**config.mk**
```make
export PLATFORM = sky130hd
export DESIGN_NAME = mem_stage
export DESIGN_NICKNAME = d
export VERILOG_FILES = /design/src/rtl/mem_stage.sv
export SDC_FILE = /design/constraint.sdc
export NUM_CORES = 1
export LEC_CHECK = 0
export BUFFER_PORTS_ARGS = -buffer_cell sky130_fd_sc_hd__buf_2
export CAP_MARGIN = 20
export CORE_MARGIN = 3
export CORE_UTILIZATION = 55
export CTS_CLUSTER_DIAMETER = 50
export DETAILED_ROUTE_END_ITERATION = 10
export GPL_TIMING_DRIVEN = 0
export PLACE_DENSITY = 0.85
export SKIP_CTS_REPAIR_TIMING = 1
export SYNTH_ARGS = -nofsm -noshare
export SYNTH_HDL_FRONTEND = slang
export SYNTH_SLANG_ARGS = --single-unit
```
**constraint.sdc**
```tcl
create_clock -name clk -period 5.5 [get_ports clk]
set_input_delay 0.825 -clock clk [delete_from_list [all_inputs] [get_ports clk]]
set_output_delay 0.825 -clock clk [all_outputs]
set_load 0.005 [all_outputs]
```
**src/rtl/mem_stage.sv**
```systemverilog
// Memory-access stage: turns ALU results into data-memory loads/stores with a
// bounded req/ack wait, and emits one writeback record per accepted instruction.
module mem_stage #(
    parameter int DATA_W  = 16,
    parameter int REG_AW  = 3,
    parameter int TIMEOUT = 15
) (
    input  logic              clk,
    input  logic              rst,
    input  logic              ex_valid,
    output logic              ex_ready,
    input  logic [DATA_W-1:0] ex_alu_result,
    input  logic [DATA_W-1:0] ex_store_data,
    input  logic              ex_mem_read,
    input  logic              ex_mem_write,
    input  logic              ex_reg_write,
    input  logic [REG_AW-1:0] ex_rd,
    output logic              dmem_req,
    output logic              dmem_we,
    output logic [DATA_W-1:0] dmem_addr,
    output logic [DATA_W-1:0] dmem_wdata,
    input  logic [DATA_W-1:0] dmem_rdata,
    input  logic              dmem_ack,
    output logic              wb_valid,
    output logic              wb_reg_write,
    output logic [REG_AW-1:0] wb_rd,
    output logic [DATA_W-1:0] wb_data,
    output logic              mem_err
);

    typedef enum logic [0:0] {
        S_IDLE   = 1'b0,
        S_ACCESS = 1'b1
    } state_t;

    localparam logic [7:0] TIMEOUT_C = 8'(TIMEOUT);

    state_t              state_q, state_d;
    logic [7:0]          cnt_q, cnt_d;
    logic [REG_AW-1:0]   rd_q, rd_d;
    logic                rw_q, rw_d;
    logic                dmem_req_q, dmem_req_d;
    logic                dmem_we_q, dmem_we_d;
    logic [DATA_W-1:0]   dmem_addr_q, dmem_addr_d;
    logic [DATA_W-1:0]   dmem_wdata_q, dmem_wdata_d;
    logic                wb_valid_q, wb_valid_d;
    logic                wb_reg_write_q, wb_reg_write_d;
    logic [REG_AW-1:0]   wb_rd_q, wb_rd_d;
    logic [DATA_W-1:0]   wb_data_q, wb_data_d;
    logic                mem_err_q, mem_err_d;
    logic                accept_s;
    logic                rd_nonzero_s;
    logic [7:0]          cnt_inc_s;

    assign ex_ready     = (state_q == S_IDLE);
    assign accept_s     = ex_valid && ex_ready;
    assign rd_nonzero_s = (ex_rd != {REG_AW{1'b0}});
    assign cnt_inc_s    = cnt_q + 8'd1;

    // Next-state and next-output logic for the IDLE/ACCESS handshake FSM
    always_comb begin
        state_d        = state_q;
        cnt_d          = cnt_q;
        rd_d           = rd_q;
        rw_d           = rw_q;
        dmem_req_d     = dmem_req_q;
        dmem_we_d      = dmem_we_q;
        dmem_addr_d    = dmem_addr_q;
        dmem_wdata_d   = dmem_wdata_q;
        wb_valid_d     = 1'b0;
        wb_reg_write_d = wb_reg_write_q;
        wb_rd_d        = wb_rd_q;
        wb_data_d      = wb_data_q;
        mem_err_d      = 1'b0;

        case (state_q)
            S_IDLE: begin
                if (accept_s) begin
                    if (ex_mem_read && ex_mem_write) begin
                        // Illegal: both flags set, reported without touching memory
                        wb_valid_d     = 1'b1;
                        mem_err_d      = 1'b1;
                        wb_reg_write_d = 1'b0;
                        wb_rd_d        = ex_rd;
                        wb_data_d      = {DATA_W{1'b0}};
                    end else if (ex_mem_read || ex_mem_write) begin
                        state_d      = S_ACCESS;
                        cnt_d        = 8'd0;
                        dmem_req_d   = 1'b1;
                        dmem_we_d    = ex_mem_write;
                        dmem_addr_d  = ex_alu_result;
                        dmem_wdata_d = ex_store_data;
                        rd_d         = ex_rd;
                        rw_d         = ex_reg_write && rd_nonzero_s && ex_mem_read;
                    end else begin
                        wb_valid_d     = 1'b1;
                        wb_reg_write_d = ex_reg_write && rd_nonzero_s;
                        wb_rd_d        = ex_rd;
                        wb_data_d      = ex_alu_result;
                    end
                end else begin
                    state_d = S_IDLE;
                end
            end
            S_ACCESS: begin
                if (dmem_ack) begin
                    // Ack wins even in the cycle the wait budget runs out
                    state_d    = S_IDLE;
                    dmem_req_d = 1'b0;
                    wb_valid_d = 1'b1;
                    wb_rd_d    = rd_q;
                    if (dmem_we_q) begin
                        wb_reg_write_d = 1'b0;
                        wb_data_d      = {DATA_W{1'b0}};
                    end else begin
                        wb_reg_write_d = rw_q;
                        wb_data_d      = dmem_rdata;
                    end
                end else if (cnt_inc_s == TIMEOUT_C) begin
                    state_d        = S_IDLE;
                    cnt_d          = cnt_inc_s;
                    dmem_req_d     = 1'b0;
                    wb_valid_d     = 1'b1;
                    mem_err_d      = 1'b1;
                    wb_reg_write_d = 1'b0;
                    wb_rd_d        = rd_q;
                    wb_data_d      = {DATA_W{1'b0}};
                end else begin
                    cnt_d = cnt_inc_s;
                end
            end
            default: begin
                state_d    = S_IDLE;
                dmem_req_d = 1'b0;
            end
        endcase
    end

    // State and output registers; reset drops any outstanding request at once
    always_ff @(posedge clk or posedge rst) begin
        if (rst) begin
            state_q        <= S_IDLE;
            cnt_q          <= 8'd0;
            rd_q           <= {REG_AW{1'b0}};
            rw_q           <= 1'b0;
            dmem_req_q     <= 1'b0;
            dmem_we_q      <= 1'b0;
            dmem_addr_q    <= {DATA_W{1'b0}};
            dmem_wdata_q   <= {DATA_W{1'b0}};
            wb_valid_q     <= 1'b0;
            wb_reg_write_q <= 1'b0;
            wb_rd_q        <= {REG_AW{1'b0}};
            wb_data_q      <= {DATA_W{1'b0}};
            mem_err_q      <= 1'b0;
        end else begin
            state_q        <= state_d;
            cnt_q          <= cnt_d;
            rd_q           <= rd_d;
            rw_q           <= rw_d;
            dmem_req_q     <= dmem_req_d;
            dmem_we_q      <= dmem_we_d;
            dmem_addr_q    <= dmem_addr_d;
            dmem_wdata_q   <= dmem_wdata_d;
            wb_valid_q     <= wb_valid_d;
            wb_reg_write_q <= wb_reg_write_d;
            wb_rd_q        <= wb_rd_d;
            wb_data_q      <= wb_data_d;
            mem_err_q      <= mem_err_d;
        end
    end

    assign dmem_req     = dmem_req_q;
    assign dmem_we      = dmem_we_q;
    assign dmem_addr    = dmem_addr_q;
    assign dmem_wdata   = dmem_wdata_q;
    assign wb_valid     = wb_valid_q;
    assign wb_reg_write = wb_reg_write_q;
    assign wb_rd        = wb_rd_q;
    assign wb_data      = wb_data_q;
    assign mem_err      = mem_err_q;

endmodule

```
---- Word level (Yosys, flattened, before mapping) ----
Cells that the tools add are included.
cells by class
  add/sub/neg operators ................... 1
  eq/ne operators ......................... 7
  mux-type cells .......................... 46
  bitwise gates (word level) .............. 2
  reduce and logical (&&, ||, !) cells .... 10
operators by type and width
  kind                                                   count
  two-way mux 16 bit                                     6
  two-way mux 8 bit                                      4
  one-hot mux 16 bit (2 select lines)                    1
  two-way mux 1 bit                                      23
  one-hot mux 8 bit (2 select lines)                     1
  two-way mux 3 bit                                      5
  AND reduction 4 bit                                    3
  one-hot mux 1 bit (2 select lines)                     5
  adder 8 x 1 -> 8 bit, second input constant            1
  equality test 8 x 4 -> 1 bit, second input constant    1
  one-hot mux 3 bit (2 select lines)                     1
  logical AND 1 bit                                      4
  inequality test 2 x 1 -> 1 bit, second input constant  2
  inequality test 2 bit, second input constant           2
  inequality test 3 x 2 -> 1 bit, second input constant  1
  inequality test 3 bit, second input constant           1
  AND reduction 3 bit                                    1
  nonzero test 3 bit                                     1
  NOT 1 bit                                              2
  logical OR 1 bit                                       1
storage, ports and cells
  flip-flop bits (word level) ............. 69
  input port bits ......................... 58
  output and inout bits ................... 57
  logic and storage cells ................. 79

---- Logic depth before layout (Yosys ltp) ----
  depth after elaboration ................. 6
  mapped depth ............................ 9
  gate-level depth less buffers ........... 7

---- Worst setup path before layout ----
OpenSTA, ideal clock, no wires.
  kind .................................... in2reg
  start ................................... input ex_mem_read
  end ..................................... register wb_data_q[1] (netlist: wb_data[1])
  setup time .............................. 0.094 ns
  arrival ................................. 2.281 ns
  required time ........................... 5.406 ns
  setup slack ............................. 3.125 ns
  stages .................................. 8
  buffers on the path ..................... 2
  cells stage by stage .................... ha_1 o21ai_1 and2_1 buf_4 nor2_1 buf_2 a221o_1 a211oi_1
between the ends
  longest elaborated chain between the ends .. 4
  elaborated cells on any way between the ends .. 7
  those cells by class .................... eq/ne (1); mux (3); reduce/logical (3)
ends and longest elaborated chain
  item                                 RTL line  source
  start, declared                      14        input logic ex_mem_read,
  logical AND 1 bit                    79        if (ex_mem_read && ex_mem_write) begin
  two-way mux 16 bit                   79
  two-way mux 16 bit                   78        if (accept_s) begin
  one-hot mux 16 bit (2 select lines)  76        case (state_q)
  end signal, assigned                 153       wb_data_q <= {DATA_W{1'b0}};
  end signal, assigned                 167       wb_data_q <= wb_data_d;
  end, declared                        49        logic [DATA_W-1:0] wb_data_q, wb_data_d;
Parallel ways exist; a longest one is shown, timed or not. The select of a mux whose other input is x is not followed.
A chain may end at the register's enable or synchronous reset.

---- Worst setup path in the final report ----
  start ................................... input ex_mem_write
  end ..................................... register wb_data_q[7] (netlist: wb_data[7])
between the ends
  longest elaborated chain between the ends .. 4
  elaborated cells on any way between the ends .. 7
  those cells by class .................... eq/ne (1); mux (3); reduce/logical (3)
ends and longest elaborated chain
  item                                 RTL line  source
  start, declared                      15        input logic ex_mem_write,
  logical AND 1 bit                    79
  two-way mux 16 bit                   79
  two-way mux 16 bit                   78
  one-hot mux 16 bit (2 select lines)  76
Parallel ways exist; a longest one is shown, timed or not. The select of a mux whose other input is x is not followed.

==> run_results.csv <==
group,metric,value,unit
status,status,"finished clean",
sta,setup_viol,0,
floorplan,dieWidth,87.25,um
synth,synth_warnings,0,
sta,fmax,0.4075,GHz
final_layout,nets,532,
final_layout,nFillCells,450,
synth,async_flop_share,1.000,
synth,synth_edf_count,0,
cts,clock_sinks,69,
placement,routabilityCongestion,0.8128,
synth,synth-seq-area-share,0.4755,
critical_path,endpoint_kind,"flip-flop",
floorplan,core_area,6166,um^2
detailed_routing,drt_iter0_drc,274,
final_layout,drive_gt1_frac,0.4177,
cts,cts_tree,"built",
sta,slew_viol_final,0,
grt,grt_pass1_wl,15530,um
hold_path,hp-class,"reg -> reg",
critical_path,start_kind,"input pin",
grt,antenna_found_initial,0,
detailed_routing,dr.pass1.iters,6,
final_layout,multi_input_area,1707,um^2
final_layout,mostFrequentLayoutCell,"buf_2",
sta,maxSlewHeadroom,0.4377,
floorplan,start_util,0.5889,
floorplan,rows,28,
detailed_routing,drtAntennaViolNets,0,
cts,clk_path_buf_depth,2,
floorplan,dieArea,7613,um^2
detailed_routing,wl,9828,um
power,ir_worst_vdd,236.5,uV
sta,final.min_clock_period,2.454,ns
final_layout,seq_area,1727,um^2
final_layout,diodes,0,
synth,synth_cell_type_count,42,
placement,dp_hpwl,7204,um
sta,setup_tns,0,ns
floorplan,ios,115,
critical_path,crit_type,"in -> reg",
synth,synth_area,3631,um^2
sta,finalHoldViolCount,0,
synth,synthesis.nets,407,
run,maxCapViolations,0,
detailed_routing,viasPerCell,5.989,
placement,dpl.cell_count,534,
synth,synth_cells,345,
power,power_density,382.2,nW/um^2
floorplan,die_h,87.25,um
detailed_routing,drc_errors,0,
cts,cts_root_buf,"clkbuf_8",
placement,io_buffers,114,
power,leakagePower,2.067,nW
cts,clk_pin_slew,0.08,ns
cts,insertion_delay,0.34,ns
cts,cts_buffers,9,
grt,grt_pass1_vias,3195,
grt,grt_max_degree,70,
sta,grt_setup_unrepaired,"no",
grt,grt_usage,0.2616,
critical_path,cp_max_fo,10,
detailed_routing,num_vias,3288,
final_layout,area_growth,24.22,%
detailed_routing,wl_per_cell,17.90,um
critical_path,worst_ep_required_time,5.73,ns
final_layout,mostFrequentLayoutCells,"buf_2 (125), dfrtp_1 (69), nor2_1 (50)",
sta,fin_skew,0.009610,ns
synth,yosys_register_bits,69,
critical_path,arrival,2.68,ns
synth,avgSynthCellArea,10.52,um^2
sta,finalCritPeriodShare,0.4462,
grt,overflow,0,
cts,htreeDepth,3,
final_layout,instances_no_fill,549,
synth,synthFlopType,"dfrtp_1",
sta,worst_pin_slew,0.8434,ns
sta,hold_slack,0.5059,ns
==> report_power, final <==
part,leakage (nW),switching (mW),internal (mW)
sequential,0.829,0.0883,0.644
combinational,1.14,0.267,0.272
clock,0.101,0.200,0.253
==> path summary, 6_finish.rpt <==
check | from | to | slack, ns | cells past startpoint
worst max-delay path | ex_mem_write | wb_data[7] | 3.05 | 9
min in group asynchronous | rst | dmem_wdata[8] | 0.66 | 2
max in group asynchronous | rst | dmem_addr[4] | 4.29 | 2
worst max register to register | cnt_q[0] | wb_rd[0] | 3.28 | 8
worst min register to register | dmem_wdata[0] | dmem_wdata[0] | 0.51 | 1
worst min-delay path | dmem_wdata[0] | dmem_wdata[0] | 0.51 | 1
==> registers in the layout, indices dropped and copies added, names as in the netlist, 3 cells and up <==
register,count
dmem_wdata,16
wb_rd,3
wb_data,16
rd_q,3
cnt_q,8
dmem_addr,16
==> through the flow <==
stage / total power [mW] / area, um^2 / worst slack [ns] / utilization
global route: 1.821 / 4511 / 2.924 / 0.7315
detailed placement: 1.279 / 4298 / 2.726 / 0.6970
CTS: 1.728 / 4511 / 3.045 / 0.7315
finish: 1.724 / 4511 / 3.046 / 0.7315
global placement: 1.247 / 4295 / 2.094 / 0.6966
floorplan: 1.045 / 3631 / 2.935 / -
==> routing by layer <==
metal  GRT usage  up-vias  routed length (um)
met5           0        -                   0
met4     0.08787        0                 170
met3     0.05487       15                 718
met2      0.4199      147                4782
met1      0.3539     1610                4157
li1            -     1516                   -
==> layout make-up <==
class                      count  share of cell area
timing repair buffer         114              0.1265
multi-input combinational    241              0.3784
inverter                       8            0.007212
sequential                    69              0.3828
clock inverter                 6             0.01969
tap                           75             0.02080
clock buffer                   9             0.02746
buffer                        27             0.03717
==> synthesized netlist by cell type, drive strengths merged (2+ instances only) <==
master,instances,share of area
dfrtp,69,0.48
nor2,51,0.053
mux2,39,0.12
nand2,29,0.030
nor3,22,0.032
a211oi,21,0.045
buf,21,0.040
a221o,18,0.050
a22oi,16,0.033
o21ai,11,0.015
inv,8,0.0083
clkbuf,6,0.0062
ha,4,0.014
a211o,3,0.0072
nor4,3,0.018
o22ai,3,0.0052
nand3,2,0.0041
nand4,2,0.0034
xnor2,2,0.0048
xor2,2,0.0069
==> critical path, stage by stage <==
cell      delay, ns
buf_2          0.11
ha_1           0.24
o21ai_1        0.11
and2_1         0.17
buf_4          0.17
nor2_1         0.48
buf_2          0.34
a221o_1        0.19
a211oi_1       0.05
==> cell families after synthesis <==
logic type	Yosys count	synth area share
flip-flops	69	0.4755
AND/OR/NAND/NOR	117	0.1578
XOR/XNOR	4	0.01172
buffers and inverters	35	0.05444
adder cells (fa/ha/maj)	4	0.01378
multiplexers	40	0.1237
AO/OA/AOI/OAI	76	0.1630
Note: power is estimated with default switching activity, not from simulation.
